<file path="src/rtl/cpu_mem_arbiter_pkg.sv">
// Shared encodings and default widths for the CPU instruction/data memory arbiter.
package cpu_mem_arbiter_pkg;

  localparam int ARB_ADDR_W = 32;
  localparam int ARB_DATA_W = 32;

  localparam logic [1:0] ST_IDLE = 2'd0;
  localparam logic [1:0] ST_REQ  = 2'd1;
  localparam logic [1:0] ST_WAIT = 2'd2;

  localparam logic OWN_INST = 1'b0;
  localparam logic OWN_DATA = 1'b1;

  localparam logic [1:0] SIZE_BYTE = 2'd0;
  localparam logic [1:0] SIZE_HALF = 2'd1;
  localparam logic [1:0] SIZE_WORD = 2'd2;

endpackage

</file>
<file path="src/rtl/mem_arb_pick.sv">
// Grant selection: data wins unless the instruction side has waited through a full streak.
module mem_arb_pick #(
  parameter int STARVE_LIMIT = 4,
  parameter int STREAK_W     = 3
) (
  input  logic                inst_req,
  input  logic                data_req,
  input  logic [STREAK_W-1:0] streak,
  output logic                grant_data
);

  always_comb begin
    grant_data = 1'b0;
    if (data_req) begin
      grant_data = !inst_req || (streak < STREAK_W'(STARVE_LIMIT));
    end
  end

endmodule

</file>
<file path="src/rtl/cpu_mem_arbiter.sv">
// Single-outstanding arbiter sharing one SRAM-like bridge port between IF and MEM stages.
module cpu_mem_arbiter
  import cpu_mem_arbiter_pkg::*;
#(
  parameter int STARVE_LIMIT = 4,
  parameter int ADDR_W       = ARB_ADDR_W,
  parameter int DATA_W       = ARB_DATA_W
) (
  input  logic                clk,
  input  logic                resetn,
  input  logic                inst_req,
  input  logic [ADDR_W-1:0]   inst_addr,
  output logic                inst_addr_ok,
  output logic                inst_data_ok,
  output logic [DATA_W-1:0]   inst_rdata,
  input  logic                data_req,
  input  logic                data_wr,
  input  logic [1:0]          data_size,
  input  logic [DATA_W/8-1:0] data_wstrb,
  input  logic [ADDR_W-1:0]   data_addr,
  input  logic [DATA_W-1:0]   data_wdata,
  output logic                data_addr_ok,
  output logic                data_data_ok,
  output logic [DATA_W-1:0]   data_rdata,
  output logic                mem_req,
  output logic                mem_wr,
  output logic [1:0]          mem_size,
  output logic [DATA_W/8-1:0] mem_wstrb,
  output logic [ADDR_W-1:0]   mem_addr,
  output logic [DATA_W-1:0]   mem_wdata,
  input  logic                mem_addr_ok,
  input  logic                mem_data_ok,
  input  logic [DATA_W-1:0]   mem_rdata
);

  localparam int STREAK_W = $clog2(STARVE_LIMIT + 1);

  logic [1:0]          state;
  logic                owner;
  logic [STREAK_W-1:0] streak;
  logic                grant_data;
  logic                idle;
  logic                resp;

  mem_arb_pick #(
    .STARVE_LIMIT (STARVE_LIMIT),
    .STREAK_W     (STREAK_W)
  ) u_pick (
    .inst_req   (inst_req),
    .data_req   (data_req),
    .streak     (streak),
    .grant_data (grant_data)
  );

  // Acceptance is gated by resetn so no addr_ok escapes while reset is held.
  always_comb begin
    idle         = (state == ST_IDLE) && resetn;
    data_addr_ok = idle && grant_data;
    inst_addr_ok = idle && inst_req && !grant_data;
    resp         = (state == ST_WAIT) && mem_data_ok;
    inst_data_ok = resp && (owner == OWN_INST);
    data_data_ok = resp && (owner == OWN_DATA);
    inst_rdata   = inst_data_ok ? mem_rdata : '0;
    data_rdata   = data_data_ok ? mem_rdata : '0;
    mem_req      = (state == ST_REQ);
  end

  always_ff @(posedge clk or negedge resetn) begin
    if (!resetn) begin
      state     <= ST_IDLE;
      owner     <= OWN_INST;
      streak    <= '0;
      mem_wr    <= 1'b0;
      mem_size  <= '0;
      mem_wstrb <= '0;
      mem_addr  <= '0;
      mem_wdata <= '0;
    end else begin
      case (state)
        ST_IDLE: begin
          if (data_addr_ok) begin
            state     <= ST_REQ;
            owner     <= OWN_DATA;
            mem_wr    <= data_wr;
            mem_size  <= data_size;
            mem_wstrb <= data_wstrb;
            mem_addr  <= data_addr;
            mem_wdata <= data_wdata;
            if (!inst_req) begin
              streak <= '0;
            end else if (streak != STREAK_W'(STARVE_LIMIT)) begin
              streak <= streak + STREAK_W'(1);
            end
          end else if (inst_addr_ok) begin
            state     <= ST_REQ;
            owner     <= OWN_INST;
            mem_wr    <= 1'b0;
            mem_size  <= SIZE_WORD;
            mem_wstrb <= '0;
            mem_addr  <= inst_addr;
            mem_wdata <= '0;
            streak    <= '0;
          end
        end
        ST_REQ: begin
          if (mem_addr_ok) begin
            state <= ST_WAIT;
          end
        end
        ST_WAIT: begin
          if (mem_data_ok) begin
            state <= ST_IDLE;
          end
        end
        default: state <= ST_IDLE;
      endcase
    end
  end

endmodule

</file>
<file path="config.mk">
export PLATFORM = sky130hd
export DESIGN_NAME = cpu_mem_arbiter
export DESIGN_NICKNAME = d
export VERILOG_FILES = /design/src/rtl/cpu_mem_arbiter_pkg.sv /design/src/rtl/mem_arb_pick.sv /design/src/rtl/cpu_mem_arbiter.sv
export SDC_FILE = /design/constraint.sdc
export NUM_CORES = 1
export LEC_CHECK = 0
export BUFFER_PORTS_ARGS = -buffer_cell sky130_fd_sc_hd__buf_2
export CELL_PAD_IN_SITES_DETAIL_PLACEMENT = 0
export CELL_PAD_IN_SITES_GLOBAL_PLACEMENT = 1
export CORE_MARGIN = 2
export CORE_UTILIZATION = 26
export CTS_BUF_LIST = sky130_fd_sc_hd__clkbuf_4 sky130_fd_sc_hd__clkbuf_8 sky130_fd_sc_hd__clkbuf_16
export DETAILED_ROUTE_END_ITERATION = 8
export GPL_TIMING_DRIVEN = 0
export PLACE_DENSITY_LB_ADDON = 0.12
export SYNTH_ARGS = -nofsm -noshare
export SYNTH_HDL_FRONTEND = slang
export SYNTH_HIERARCHICAL = 1
export SYNTH_SLANG_ARGS = --single-unit
</file>
<file path="constraint.sdc">
create_clock -name clk -period 1.7 [get_ports clk]
set_input_delay 0.255 -clock clk [delete_from_list [all_inputs] [get_ports clk]]
set_output_delay 0.255 -clock clk [all_outputs]
set_load 0.05 [all_outputs]
</file>
Word-level counts from Yosys, hierarchy flattened
Index checks and enable logic that the tools add are counted.
Cells by class
  $add $sub $neg: 1
  $lt $le $gt $ge: 1
  equal/unequal tests: 7
  multiplexer cells: 23
  bitwise operators: 1
  reductions and logical operators: 15
Operator list (number)
  $mux 32: 6
  $mux 2: 6
  $mux 3: 4
  $mux 4: 2
  $logic_and 1x1->1: 7
  $ne 3x3->1 const B: 2
  $pmux 2 s3: 1
  $reduce_and 3->1: 2
  $mux 1: 4
  $add 3x1->3 const B: 1
  $lt 3x3->1 const B: 1
  $ne 3x2->1 const B: 1
  $eq 2x1->1 const B: 1
  $eq 2x2->1 const B: 1
  $logic_not 1->1: 2
  $logic_not 2->1: 1
  $ne 2x1->1 const B: 1
  $ne 2x2->1 const B: 1
  $reduce_and 2->1: 1
  $reduce_bool 2->1: 1
  $logic_or 1x1->1: 1
  $not 1->1: 1
Storage, ports and cells
  flip-flop bits (word level): 77
  output and inout bits: 140

Logic depth before layout (Yosys ltp)
Gate-level depths: netlist (run 1).
  depth after elaboration: 8
  depth in mapped cells: 6
  depth with buffers taken out: 5

Cells and area by module
Netlist (run 1), hierarchy kept.
Modules (own cells, without submodules)
  cpu_mem_arbiter: times used 1, cells each 316, area each 3686.0 µm², seq. area each 1926.8 µm²
  mem_arb_pick: times used 1, cells each 1, area each 11.3 µm², seq. area each 0.0 µm²

Worst setup path before layout (run 1)
OpenSTA, ideal clock, no wires.
  kind: register -> output
  from: register state[0]
  to: output inst_rdata[22]
  data arrival time: 2.041 ns
  data required time: 1.445 ns
  setup slack: -0.596 ns
  stages on the path, launching flop included: 5
  cell sequence: dfrtp_1 -> nand2b_1 -> nor3b_1 -> clkbuf_1 -> and2_1
On the way
  cells in the longest elaborated chain, start to end: 4
RTL lines
  from (decl): RTL line cpu_mem_arbiter.sv:38  | logic [1:0] state;
  from (signal assigned): RTL line cpu_mem_arbiter.sv:70  | state <= ST_IDLE;
  from (signal assigned): RTL line cpu_mem_arbiter.sv:82  | state <= ST_REQ;
  from (signal assigned): RTL line cpu_mem_arbiter.sv:95  | state <= ST_REQ;
  $eq 2x2->1: RTL line cpu_mem_arbiter.sv:60  | resp = (state == ST_WAIT) && mem_data_ok;
  $logic_and 1x1->1: RTL line cpu_mem_arbiter.sv:60
  $logic_and 1x1->1: RTL line cpu_mem_arbiter.sv:61  | inst_data_ok = resp && (owner == OWN_INST);
  net inst_data_ok: RTL line cpu_mem_arbiter.sv:14  | output logic inst_data_ok,
  $mux 32: RTL line cpu_mem_arbiter.sv:63  | inst_rdata = inst_data_ok ? mem_rdata : '0;
  to (decl): RTL line cpu_mem_arbiter.sv:15  | output logic [DATA_W-1:0] inst_rdata,
The timed path passes the listed nets, and every way through them passes these cells.

Worst setup path in the final report (run 1)
  from: register state[0]
  to: output inst_addr_ok
On the way
  cells in the longest elaborated chain, start to end: 4
RTL lines
  $logic_not 2->1: RTL line cpu_mem_arbiter.sv:57  | idle = (state == ST_IDLE) && resetn;
  $logic_and 1x1->1: RTL line cpu_mem_arbiter.sv:57
  $logic_and 1x1->1 (2 in a row): RTL line cpu_mem_arbiter.sv:59  | inst_addr_ok = idle && inst_req && !grant_data;
  to (decl): RTL line cpu_mem_arbiter.sv:13  | output logic inst_addr_ok,
Every way passes these cells.

==> metrics list, run 1 <==
* Status: finished, violations left
- The checks that failed: setup timing.
- Hold Vio Cnt, Final: 0
* GR Util All Layers: a little under a fifth
- Setup violations remaining at the end of the flow were counted as 138.
- The tree is rooted in a sky130_fd_sc_hd__clkbuf_16.
- By count the netlist is led by sky130_fd_sc_hd__dfrtp_1 (77), sky130_fd_sc_hd__and2_1 (64), sky130_fd_sc_hd__a22o_1 (38).
- Number of buffers added by the clock tree synthesis step: 9
- After synthesis, the share of flip-flops with an asynchronous set or reset is 100.0%.
- In the routed layout, each cell is associated on average with a via count of around 4.7.
- Worst Path Arrival: approximately 1.7 ns
- Proportion of layout cells with a drive suffix above 1: around 73%
* Share of the synthesized area in the top cell type: around 52%
- Clock period minus worst slack: 1.965 ns
- The final critical path takes up 115.6% of the cycle.
- Met3 WL: 964 um
- IO Count: 281
- TritonCTS built the clock tree.
- In the final timing run, aggregate negative setup slack is -19.76 ns.
- The worst register-to-register path begins at state[0].
* Clock slew seen by the registers of the worst setup and hold paths: 0.06 ns
- Highest routed layer: met4
- The Yosys step of the flow raised 6 warnings.
- Mapped Area: ~3700 um^2
* Cell area power density: roughly 1800 nW/um^2
- Required time reported for the critical path endpoint: approximately 1.4 ns
* Max-slew violations: 0
* Crit Path Class: reg2out
* Routability congestion estimate: between 0.7 and 0.8
- Max stage delay cell, worst path: sky130_fd_sc_hd__dfrtp_1
* Number of vias in the routed layout: approximately 4,000
- Global-route wire length before repair: 21.79 mm
- Headroom to the max-slew limit: 64.32%
- Peak Freq: about 510 MHz
- In this run switching power makes up 48.78% of total power.
- Static leakage power: between 3 and 4 nW
- Worst-skew pair later-pin latency: approximately 0.34 ns
- Of the synthesized area, sequential elements account for around 52%.
- Crit-path max cell delay: between 0.3 and 0.4 ns
- The endpoint identified for the worst register-to-register timing path is mem_addr[21].
- Along the worst hold path, the cell count comes to 2.
* Dominant cell by count in the synthesized netlist: sky130_fd_sc_hd__dfrtp_1
* RSZ-0062 raised after global routing: true
- Die X: 123.3 um
- For this block, wires on met1 add up to ~5.9 mm.
- Sum of routed wire length over all layers: 15.39 mm
* Final clock skew: roughly 0.0066 ns
* Number of antenna violations at the first check in global routing: 1
* Sinks on the clock net: a little under 80
- Across all setup checks in the final design, the least slack found is -0.2651 ns.
* Total die area: between 15,000 and 20,000 um^2
- In the routed design, unresolved DRC markers number 0.
- Entering global routing, the biggest net connects 32 pins.
- DRT Pass-1 Iters: 4
* Number of synthesized flops with an enable pin: 0
- Sequential cells burn approximately a quarter of the power.
- The number of global-route vias before repair is roughly 4,100.
* Pin slew with the least headroom to its limit: roughly 0.53 ns
- The worst hold path begins at mem_addr_ok.
* Average routed wire per standard cell: between 15 and 20 um
- Combinational cells account for about three fifths of the total power.
- Initial core utilization: 26.64%
- The worst hold path terminates at state[0].
- For this block, the initial DRC count from the detailed router was 174.
- Once detailed placement completed, the half-perimeter wirelength came to just under 10 mm.
* Synth unique cells: 39
* Synthesized area divided by synthesized cell count: 11.66 um^2
- The tightest min-delay check is of the in2reg type.
* Final Net Count: around 810
- Counting along the longest clock path gives a buffer depth of 2.
- The number of nets in the synthesized netlist is between 400 and 500.
- In this run, synthesis produced a sequential element count of between 70 and 80.
* Met2 wire length: a little over 8 mm
- Of all nets on the critical path, the largest fanout is 3.
- Crit path top cell by count: sky130_fd_sc_hd__buf_8
* Final hold slack: 0.1131 ns
* Final core utilization: between 50% and 60%
- Power spent charging and discharging nets: between 0.006 and 0.007 W
- Top cells by area, synth: sky130_fd_sc_hd__dfrtp_1 (52%), sky130_fd_sc_hd__and2_1 (11%), sky130_fd_sc_hd__a22o_1 (9.0%)
- Residual antenna-violating net count after detailed routing: 0
* Worst Setup Start Kind: flop
- Register-to-register setup slack: -0.18 ns
- The worst register-to-register path has a depth of 7.
- The H-tree was split into 3 levels.
* Standard cell core area: between 10,000 and 15,000 um^2
- Relative to the synthesized area, the layout overhead comes to 100.8%.
- Count of input and output buffers: 280
- The initialized floorplan defines 43 standard-cell rows.
- VDD sags by at most ~1.1 mV.
* Vertical die dimension: between 100 and 150 um
- Among cell families on the critical path, the largest total delay comes from buffers and inverters.
* Part of the total power dissipated in the clock network: around 15%
- STA classifies the critical path endpoint as a primary output.
- After technology mapping, the gate count stands at about 320.
- PnR Total Power: 0.01328 W
* Max Cap Violations: 0
- Main flop type after synthesis: sky130_fd_sc_hd__dfrtp_1
- Worst Path Buf+Inv: 4
- Yosys top cell by area: sky130_fd_sc_hd__dfrtp_1
* Critical path cell sequence: buf_4, or3b_1, buf_6, buf_8, nor2_4, buf_8
- The total overflow left after global routing is 0.
* Cell internal pwr: just under 0.007 W
state kept, by name, indices dropped and copies added (netlist names):
name and flops:
mem_size 2, owner 1, mem_wstrb 4, streak 3, mem_wr 1, mem_addr 32
mem_wdata 32, state 2
worst max path at each step:
stage	to	slack (ns)	depth (start not counted)	startpoint
final	inst_addr_ok	-0.27	6	state[0]
after global routing	inst_addr_ok	-0.31	6	state[0]
after CTS	inst_rdata[20]	-0.29	6	state[0]
after detailed placement	data_addr_ok	-1.08	7	resetn
after global placement	data_addr_ok	-1.94	6	resetn
after floorplan	data_rdata[22]	0.03	3	state[0]
stage by stage:
| stage | cell area [um^2] | cells | setup WS, ns |
|---|---|---|---|
| 3_3_place_gp | 5395 | 777 | -1.940 |
| 4_1_cts | 7107 | 833 | -0.2911 |
| 3_5_place_dp | 5425 | 778 | -1.078 |
| 6_report | 7426 | 851 | -0.2651 |
| 2_1_floorplan | 3769 | 317 | 0.03288 |
| 5_1_grt | 7426 | 851 | -0.3092 |
power by group through the flow:
| stage | clock network (W) | registers (W) | logic (W) |
|---|---|---|---|
| 2_1_floorplan | 0 | 0.00617 | 0.00208 |
| 3_3_place_gp | 0 | 0.00325 | 0.00666 |
| 3_5_place_dp | 0 | 0.00325 | 0.00670 |
| 4_1_cts | 0.00206 | 0.00329 | 0.00766 |
| 5_1_grt | 0.00214 | 0.00340 | 0.00838 |
| 6_report | 0.00201 | 0.00329 | 0.00798 |
layout make-up:
class	instances	area (um^2)
clock inverters	4	55.05
multi-input cells	207	1827
repair buffers	342	2836
diodes	1	2.502
inverters	5	26.28
plain buffers	23	265.3
clock buffers	12	260.3
flip-flops and latches	77	1928
fillers	1246	6455
well taps	180	225.2
routing by layer:
metal  track usage, %  vias up
met2            33.24      153
met1            22.22     1933
li1                 -     1882
met5                0        -
met3            4.290       25
met4            7.315        0
timing repair:
action / CTS / global route
buffers inserted: 23 / 20
resized for setup: 312 / 74
pin swaps: 62 / 19
setup endpoints to repair: 144 / 140
hold endpoints to repair: 31 / 0
hold buffers: 6 / 0
cloned: 11 / 3
cell families after synthesis:
group | share of synthesized area [%]
AO/OA/AOI/OAI | 22.06
buffers and inverters | 5.685
adder cells (fa/ha/maj) | 0.6767
AND/OR/NAND/NOR | 19.46
flip-flops | 52.12
cells in the final DEF (no fill, tap or decap), drive strengths merged, types with 2 or more instances in the layout:
| cell type | n |
|---|---|
| buf | 359 |
| inv | 6 |
| clkbuf | 14 |
| o21ai | 5 |
| a32oi | 5 |
| nor2 | 3 |
| dfrtp | 77 |
| o221a | 27 |
| a21oi | 2 |
| and2 | 64 |
| ha | 2 |
| nor3b | 2 |
| a22oi | 5 |
| a22o | 38 |
| dlygate4sd3 | 3 |
| nand2 | 11 |
| or3 | 27 |
| nand2b | 3 |
No activity file was read; power rests on OpenSTA's default activity.
==> run 2, diff against run 1 <==
--- a/config.mk
+++ b/config.mk
@@ -6,6 +6,7 @@
 export NUM_CORES = 1
 export LEC_CHECK = 0
 export BUFFER_PORTS_ARGS = -buffer_cell sky130_fd_sc_hd__buf_2
+export CAP_MARGIN = 30
 export CELL_PAD_IN_SITES_DETAIL_PLACEMENT = 0
 export CELL_PAD_IN_SITES_GLOBAL_PLACEMENT = 1
 export CORE_MARGIN = 2
@@ -14,6 +15,8 @@
 export DETAILED_ROUTE_END_ITERATION = 8
 export GPL_TIMING_DRIVEN = 0
 export PLACE_DENSITY_LB_ADDON = 0.12
+export RECOVER_POWER = 50
+export SLEW_MARGIN = 20
 export SYNTH_ARGS = -nofsm -noshare
 export SYNTH_HDL_FRONTEND = slang
 export SYNTH_HIERARCHICAL = 1
==> run 2 against run 1 <==
Against the previous run: the flow still finishes with violations (setup timing); wire length increased by 0.14%; clock skew about the same; via count is 0.40% higher; non-clock buffer count unchanged; sequential share of layout area up 0.36 points; sequential cell count did not move; die area unchanged; design area is 1.4% lower; worst setup slack about the same; clock-buffer cell count is the same; sequential power hardly changed.
==> metrics list, run 2 (synthesized netlist as in run 1, its figures left out) <==
- Status: finished, violations left (unchanged).
- Violated checks: setup timing (unchanged)
- The critical path's largest stage delay is 0.38 ns (about the same).
- The detailed placement HPWL came to 9.649 mm (unchanged).
- RSZ-0062 raised after global routing: true (unchanged).
- The class of the tightest hold or removal check is in2reg (unchanged).
- The global-route wire length before repair was 21.79 mm (unchanged).
* Clock period minus worst slack: 1.965 ns (about the same)
- Number of buffers added by the clock tree synthesis step: 9 (unchanged)
- The count of clock tree sinks is 77 (unchanged).
* Depth of the worst hold-timing path: 2 (unchanged)
- The count of nets after finishing was 808 (unchanged).
- Most frequent cells in the layout: sky130_fd_sc_hd__buf_2 (213), sky130_fd_sc_hd__buf_8 (82), sky130_fd_sc_hd__dfrtp_1 (76) (was sky130_fd_sc_hd__buf_2 (213), sky130_fd_sc_hd__buf_8 (83), sky130_fd_sc_hd__dfrtp_1 (76)).
- The maximum fanout along the worst path was 3 (unchanged).
- Max Cap Violations: 0 (unchanged)
* Cell area power density: 1809 nW/um^2 (was 1789 nW/um^2)
- Worst-skew pair later-pin latency: 0.34 ns (about the same)
- The required time of the worst setup path was 1.44 ns (about the same).
* Maximum vdd drop: 1.094 mV (about the same)
* Depth of the critical timing path with buffers and inverters included: 6 (unchanged)
- Remaining design rule violation count: 0 (unchanged)
- The top cell family by delay on the critical path is buffers and inverters (unchanged).
* Buffer type at the clock tree root: sky130_fd_sc_hd__clkbuf_16 (unchanged)
* Pin slew with the least headroom to its limit: 0.8095 ns (was 0.5342 ns)
* Max-slew violations: 0 (unchanged)
* Number of antenna violations at the first check in global routing: 1 (unchanged)
* Clock slew seen by the registers of the worst setup and hold paths: 0.06 ns (about the same)
* Post-route setup TNS: -19.68 ns (was -19.76 ns)
- The startpoint type of the worst setup path was a flop (unchanged).
* Headroom to the max-slew limit: 46.03% (was 64.32%)
- The kind of critical path is reg2out (unchanged).
- Worst Path Buf+Inv: 4 (unchanged)
- Clock tree from TritonCTS: done (unchanged)
- Average routed wire per standard cell: 18.11 um (was 18.09 um)
- The number of H-tree levels was 3 (unchanged).
* Number of vias in the routed layout: 4,009 (was 3,993)
- Proportion of layout cells with a drive suffix above 1: 72.39% (was 72.84%)
* Vertical die dimension: 123.3 um (unchanged)
* Sum of routed wire length over all layers: 15.42 mm (was 15.39 mm)
- Die X: 123.3 um (unchanged)
- Site Rows: 43 (unchanged)
- The area growth from synthesis to layout is 98.07% (was 100.8%).
- Residual antenna-violating net count after detailed routing: 0 (unchanged)
- Worst Path Arrival: 1.71 ns (about the same)
- The period utilization came to 115.6% (about the same).
- The number of global-route vias before repair came to 4,109 (unchanged).
- Cell count of the worst reg-to-reg path: 7 (unchanged)
- The maximum buffer depth of the clock tree is 2 (unchanged).
- The cell with the most instances on the worst path is sky130_fd_sc_hd__buf_8 (unchanged).
- Total die area: 15,190 um^2 (unchanged)
- The commonest non-fill, non-tap cell in the layout is sky130_fd_sc_hd__buf_2 (unchanged).
- The maximum number of pins on one net before global-route repair is 32 (unchanged).
- The number of I/O pins was 281 (unchanged).
* Peak Freq: 508.9 MHz (about the same)
- Hold Vio Cnt, Final: 0 (unchanged)
- Max stage delay cell, worst path: sky130_fd_sc_hd__dfrtp_1 (unchanged)
- The weighted congestion reported at the end of routability-driven placement came to 0.7181 (unchanged).
* Starting DRT DRC Count: 150 (was 174)
- The cell leakage power is 3.642 nW (was 3.691 nW).
- Top Registers: mem_addr: 32 flops, mem_wdata: 32 flops, mem_wstrb: 4 flops (unchanged)
- The post-layout worst setup margin was -0.2649 ns (was -0.2651 ns).
- Register-to-register setup slack: -0.18 ns (about the same)
- Initial core utilization: 26.64% (unchanged)
- The number of detailed-routing iterations run before antenna repair was 4 (unchanged).
- Total gr overflow: 0 (unchanged)
- The total global routing track utilization was 18.88% (unchanged).
- The final hold slack came to 0.1133 ns (was 0.1131 ns).
- Critical path cell sequence: buf_4, or3b_1, buf_6, buf_8, nor2_4, buf_8 (unchanged)
* Final clock skew: 0.006746 ns (was 0.006585 ns)
* Via density per instance: 4.711 (was 4.692)
- The kind of capture point of the worst setup path was a primary output (unchanged).
- The count of buffers inserted at the top-level ports is 280 (unchanged).
- Final setup fails: 137 (was 138)
- The area of the core came to 13,880 um^2 (unchanged).
## run 2: cell count changes in the layout (fill, tap and decap cells not counted), sizes merged
cell | before | now
clkdlybuf4s25 | 0 | 1
bufbuf | 1 | 0
buf | 359 | 354
clkbuf | 14 | 19
## run 2: path summary, 6_finish.rpt
kind	from	end
setup / recovery	state[0]	inst_addr_ok
hold / removal	mem_addr_ok	state[0]
setup reg to reg	state[0]	mem_addr[21]
hold reg to reg	mem_size[1]	mem_size[1]
max in group asynchronous	resetn	mem_addr[6]
min in group asynchronous	resetn	mem_wdata[16]
## run 2: power breakdown
part | switching, W | internal [W]
registers | 0.000561 | 0.00273
logic | 0.00515 | 0.00280
clock network | 0.000769 | 0.00124
total | 0.00648 | 0.00678
## run 2: area by class of cell
cell class | count | area (um^2)
fillers | 1258 | 6558
repair buffers | 342 | 2734
flip-flops and latches | 77 | 1928
multi-input cells | 207 | 1827
plain buffers | 23 | 265.3
clock buffers | 12 | 260.3
well taps | 180 | 225.2
clock inverters | 4 | 55.05
inverters | 5 | 26.28
diodes | 1 | 2.502
## run 2: metal layers
metal	global-route usage, %	part of all wire, %	vias to the layer above
met5	0	0	-
met4	7.315	1.9	0
met3	4.290	6.3	25
met2	33.24	54	161
met1	22.22	38	1943
li1	-	-	1880
## run 2: what timing repair did
item,in CTS,in global routing
setup endpoints to repair,144,140
hold buffers,6,0
gates resized for setup,312,74
buffers inserted,23,20
endpoints found under the hold margin,31,0
pin swaps,62,19
gates cloned,11,3
## run 2: stage by stage
| stage | util, % | setup slack, ns | total power (W) | instances | cell area (um^2) |
|---|---|---|---|---|---|
| global placement | 38.87 | -1.940 | 0.009912 | 777 | 5395 |
| CTS | 51.20 | -0.2911 | 0.01301 | 833 | 7107 |
| global route | 52.76 | -0.3092 | 0.01389 | 851 | 7323 |
| floorplan | - | 0.03288 | 0.008253 | 317 | 3769 |
| detailed placement | 39.08 | -1.078 | 0.009947 | 778 | 5425 |
| finish | 52.76 | -0.2649 | 0.01325 | 851 | 7323 |
==> run 3, diff against run 2 <==
--- a/config.mk
+++ b/config.mk
@@ -7,10 +7,8 @@
 export LEC_CHECK = 0
 export BUFFER_PORTS_ARGS = -buffer_cell sky130_fd_sc_hd__buf_2
 export CAP_MARGIN = 30
-export CELL_PAD_IN_SITES_DETAIL_PLACEMENT = 0
-export CELL_PAD_IN_SITES_GLOBAL_PLACEMENT = 1
 export CORE_MARGIN = 2
-export CORE_UTILIZATION = 26
+export CORE_UTILIZATION = 30
 export CTS_BUF_LIST = sky130_fd_sc_hd__clkbuf_4 sky130_fd_sc_hd__clkbuf_8 sky130_fd_sc_hd__clkbuf_16
 export DETAILED_ROUTE_END_ITERATION = 8
 export GPL_TIMING_DRIVEN = 0
==> run 3 against run 2 <==
Against the previous run: the run still ends with setup timing left; clock-buffer cell count decreased by 2; worst hold slack improved by 0.018 ns; cell count decreased by 5.8%; clock power increased by 2%; total power decreased by 1.3%; sequential power about the same; worst setup slack improved by 0.0099 ns; via count decreased by 0.45%; largest power group unchanged.
==> metrics list, run 3 (synthesized netlist as in run 1, its figures left out) <==
- The clock transition at the register clock pins on the worst setup and hold paths after CTS is 0.05 ns (was 0.06 ns).
- Vertical die dimension: 115.0 um (was 123.3 um)
- The max-capacitance violation count is 0 (unchanged).
- Headroom to the max-slew limit: 31.14% (was 46.03%)
- Max-slew violations: 0 (unchanged)
- Maximum vdd drop: 1.236 mV (was 1.094 mV)
- The total negative setup slack came to -16.44 ns (was -19.68 ns).
* Most frequent standard cell in the layout excluding fill and tap cells: sky130_fd_sc_hd__buf_2 (unchanged)
- Worst Setup Start Kind: flop (unchanged)
* Global-route wire length before repair: 21.22 mm (was 21.79 mm)
* CP Capture Type: primary output (unchanged)
- Proportion of layout cells with a drive suffix above 1: 69.77% (was 72.39%)
- Status: finished, violations left (unchanged).
- The area of the core came to 12,010 um^2 (was 13,880 um^2).
* Layout fillers: 1,054 (was 1,258)
- Max clock buf depth: 2 (unchanged)
- Critical path cell sequence: nand2b_4, nor3b_4, buf_6, clkbuf_16, and2_2, buf_6 (was buf_4, or3b_1, buf_6, buf_8, nor2_4, buf_8)
* Count of input and output buffers: 280 (unchanged)
- Fin crit share: 115.0% (was 115.6%)
* Site Rows: 40 (was 43)
* Part of the total power dissipated in the clock network: 15.6% (was 15.2%)
- Synth-to-layout area growth: 92.42% (was 98.07%)
* Crit Path Class: reg2out (unchanged)
- Sum of routed wire length over all layers: 14.80 mm (was 15.42 mm)
- The total global routing track utilization came to 20.63% (was 18.88%).
* Cell area power density: 1838 nW/um^2 (was 1809 nW/um^2)
* Peak Freq: 511.5 MHz (was 508.9 MHz)
- Violated checks: setup timing (unchanged)
* Starting DRT DRC Count: 241 (was 150)
- Clock tree from TritonCTS: done (unchanged)
- DRT Pass-1 Iters: 4 (unchanged)
- The cell leakage power came to 3.530 nW (was 3.642 nW).
- Pin count of the biggest net entering global routing: 32 (unchanged)
- Residual antenna-violating net count after detailed routing: 0 (unchanged)
- The clock period minus worst slack is 1.955 ns (was 1.965 ns).
- The cell with the most instances on the worst path is sky130_fd_sc_hd__buf_6 (was sky130_fd_sc_hd__buf_8).
* Crit-path max cell delay: 0.41 ns (was 0.38 ns)
- The number of H-tree levels came to 3 (unchanged).
- The portion of total power attributed to sequential cells came to 25.3% (was 24.8%).
- RSZ-0062 raised after global routing: true (unchanged)
- Final setup fails: 99 (was 137)
* Worst Path Buf+Inv: 3 (was 4)
* Number of vias in the routed layout: 3,991 (was 4,009)
- The post-route standard cell area excluding fillers was 7114 um^2 (was 7323 um^2).
* Number of antenna violations at the first check in global routing: 0 (was 1)
- Final setup slack of the worst path: -0.2550 ns (was -0.2649 ns)
- The post-detailed-route DRC marker count is 0 (unchanged).
- The top cell family by delay on the critical path is buffers and inverters (unchanged).
- Total gr overflow: 0 (unchanged)
- Max stage delay cell, worst path: sky130_fd_sc_hd__dfrtp_2 (was sky130_fd_sc_hd__dfrtp_1)
* IO Count: 281 (unchanged)
- The antenna cell count is 0 (was 1).
* Most frequent cells in the layout: sky130_fd_sc_hd__buf_2 (199), sky130_fd_sc_hd__dfrtp_1 (74), sky130_fd_sc_hd__buf_8 (73) (was sky130_fd_sc_hd__buf_2 (213), sky130_fd_sc_hd__buf_8 (82), sky130_fd_sc_hd__dfrtp_1 (76))
- The area enclosed by the die boundary came to 13,230 um^2 (was 15,190 um^2).
- The floorplan die width is 115.0 um (was 123.3 um).
* Setup slack after placement: -1.139 ns (was -1.078 ns)
- Final clock skew: 0.009282 ns (was 0.006746 ns)
* Worst hold path class: in2reg (unchanged)
* Biggest fanout along the worst timing path: 8 (was 3)
- Hold Vio Cnt, Final: 0 (unchanged)
- Sinks on the clock net: 77 (unchanged)
- The required time of the worst setup path is 1.44 ns (about the same).
- Routability congestion estimate: 0.8144 (was 0.7181)
* Power spent charging and discharging nets: 0.006394 W (was 0.006475 W)
- Top Registers: mem_addr: 32 flops, mem_wdata: 32 flops, mem_wstrb: 4 flops (unchanged)
* Vias in the first global route: 4,134 (was 4,109)
* Initial core utilization: 30.78% (was 26.64%)
- Pin slew with the least headroom to its limit: 1.031 ns (was 0.8095 ns)
- Worst Path Arrival: 1.70 ns (was 1.71 ns)
* Cell internal pwr: 0.006684 W (was 0.006776 W)
* Fraction of power consumed by combinational cells: 59.1% (was 60.0%)
* Dpl hpwl: 9.390 mm (was 9.649 mm)
- Standard cell area after detailed placement: 5384 um^2 (was 5425 um^2)
- The clock insertion delay at the later pin of the skew report came to 0.33 ns (was 0.34 ns).
* Buffer type at the clock tree root: sky130_fd_sc_hd__clkbuf_16 (unchanged)
* Area occupied by registers: 1931 um^2 (was 1928 um^2)
* Final Net Count: 795 (was 808)
* Average routed wire per standard cell: 18.45 um (was 18.11 um)
- The number of CTS-inserted buffers was 9 (unchanged).
* Fraction of power spent switching nets: 48.89% (was 48.86%)
- The mean number of vias per cell came to 4.976 (was 4.711).
- Multi-input logic area: 1817 um^2 (was 1827 um^2)
## run 3: through the flow
stage | hold slack, ns | total power (W) | std cells | utilization, %
3_5_place_dp | 0.2428 | 0.009938 | 745 | 44.82
4_1_cts | 0.1190 | 0.01264 | 783 | 55.91
3_3_place_gp | 0.4677 | 0.009885 | 744 | 44.57
2_1_floorplan | -0.04059 | 0.008253 | 317 | -
6_report | 0.1310 | 0.01308 | 802 | 59.23
5_1_grt | 0.1264 | 0.01371 | 802 | 59.23
## run 3: cell type report
cell class / instances / area share (%)
clock buffers: 10 / 3.359
repair buffers: 326 / 35.90
inverters: 5 / 0.2638
plain buffers: 26 / 4.186
well taps: 147 / 2.585
multi-input cells: 207 / 25.54
flip-flops and latches: 77 / 27.14
clock inverters: 4 / 1.038
## run 3: repair_timing
| item | CTS | global route |
|---|---|---|
| endpoints found under the hold margin | 31 | 0 |
| resized for setup | 241 | 103 |
| setup buffers | 14 | 17 |
| pin swaps | 33 | 34 |
| gates cloned | 5 | 5 |
| hold buffers | 6 | 0 |
| setup endpoints to repair | 144 | 111 |
## run 3: final timing paths
path                              start             end  slack (ns)  cells after the start
setup reg to reg               state[0]    mem_addr[17]       -0.16                      6
setup / recovery               state[0]  inst_rdata[20]       -0.26                      6
min in group asynchronous        resetn       streak[1]        0.85                      4
max in group asynchronous        resetn    mem_wdata[2]        0.10                      3
hold reg to reg            mem_wdata[7]    mem_wdata[7]        0.50                      1
hold / removal              mem_addr_ok        state[0]        0.13                      2
## run 3: layer usage
| metal | vias up | GRT usage [%] | part of all wire [%] |
|---|---|---|---|
| li1 | 1844 | - | - |
| met1 | 1922 | 24.73 | 38 |
| met2 | 178 | 34.63 | 51 |
| met3 | 47 | 6.378 | 7.3 |
| met4 | 0 | 8.273 | 3.5 |
| met5 | - | 0 | 0 |
## run 3: worst reg2reg max path, delay by kind of cell (launching register included)
family / cells / cell delay [ns]
buffers and inverters: 3 / 0.42
DFF: 1 / 0.41
and+or+nand+nor: 2 / 0.80
AOI/OAI and AO/OA: 1 / 0.12
## run 3: power by group through the flow
stage | sequential [W] | combinational [W] | clock, W
2_1_floorplan | 0.00617 | 0.00208 | 0
3_3_place_gp | 0.00325 | 0.00663 | 0
3_5_place_dp | 0.00325 | 0.00669 | 0
4_1_cts | 0.00328 | 0.00726 | 0.00211
5_1_grt | 0.00343 | 0.00810 | 0.00219
6_report | 0.00330 | 0.00773 | 0.00205
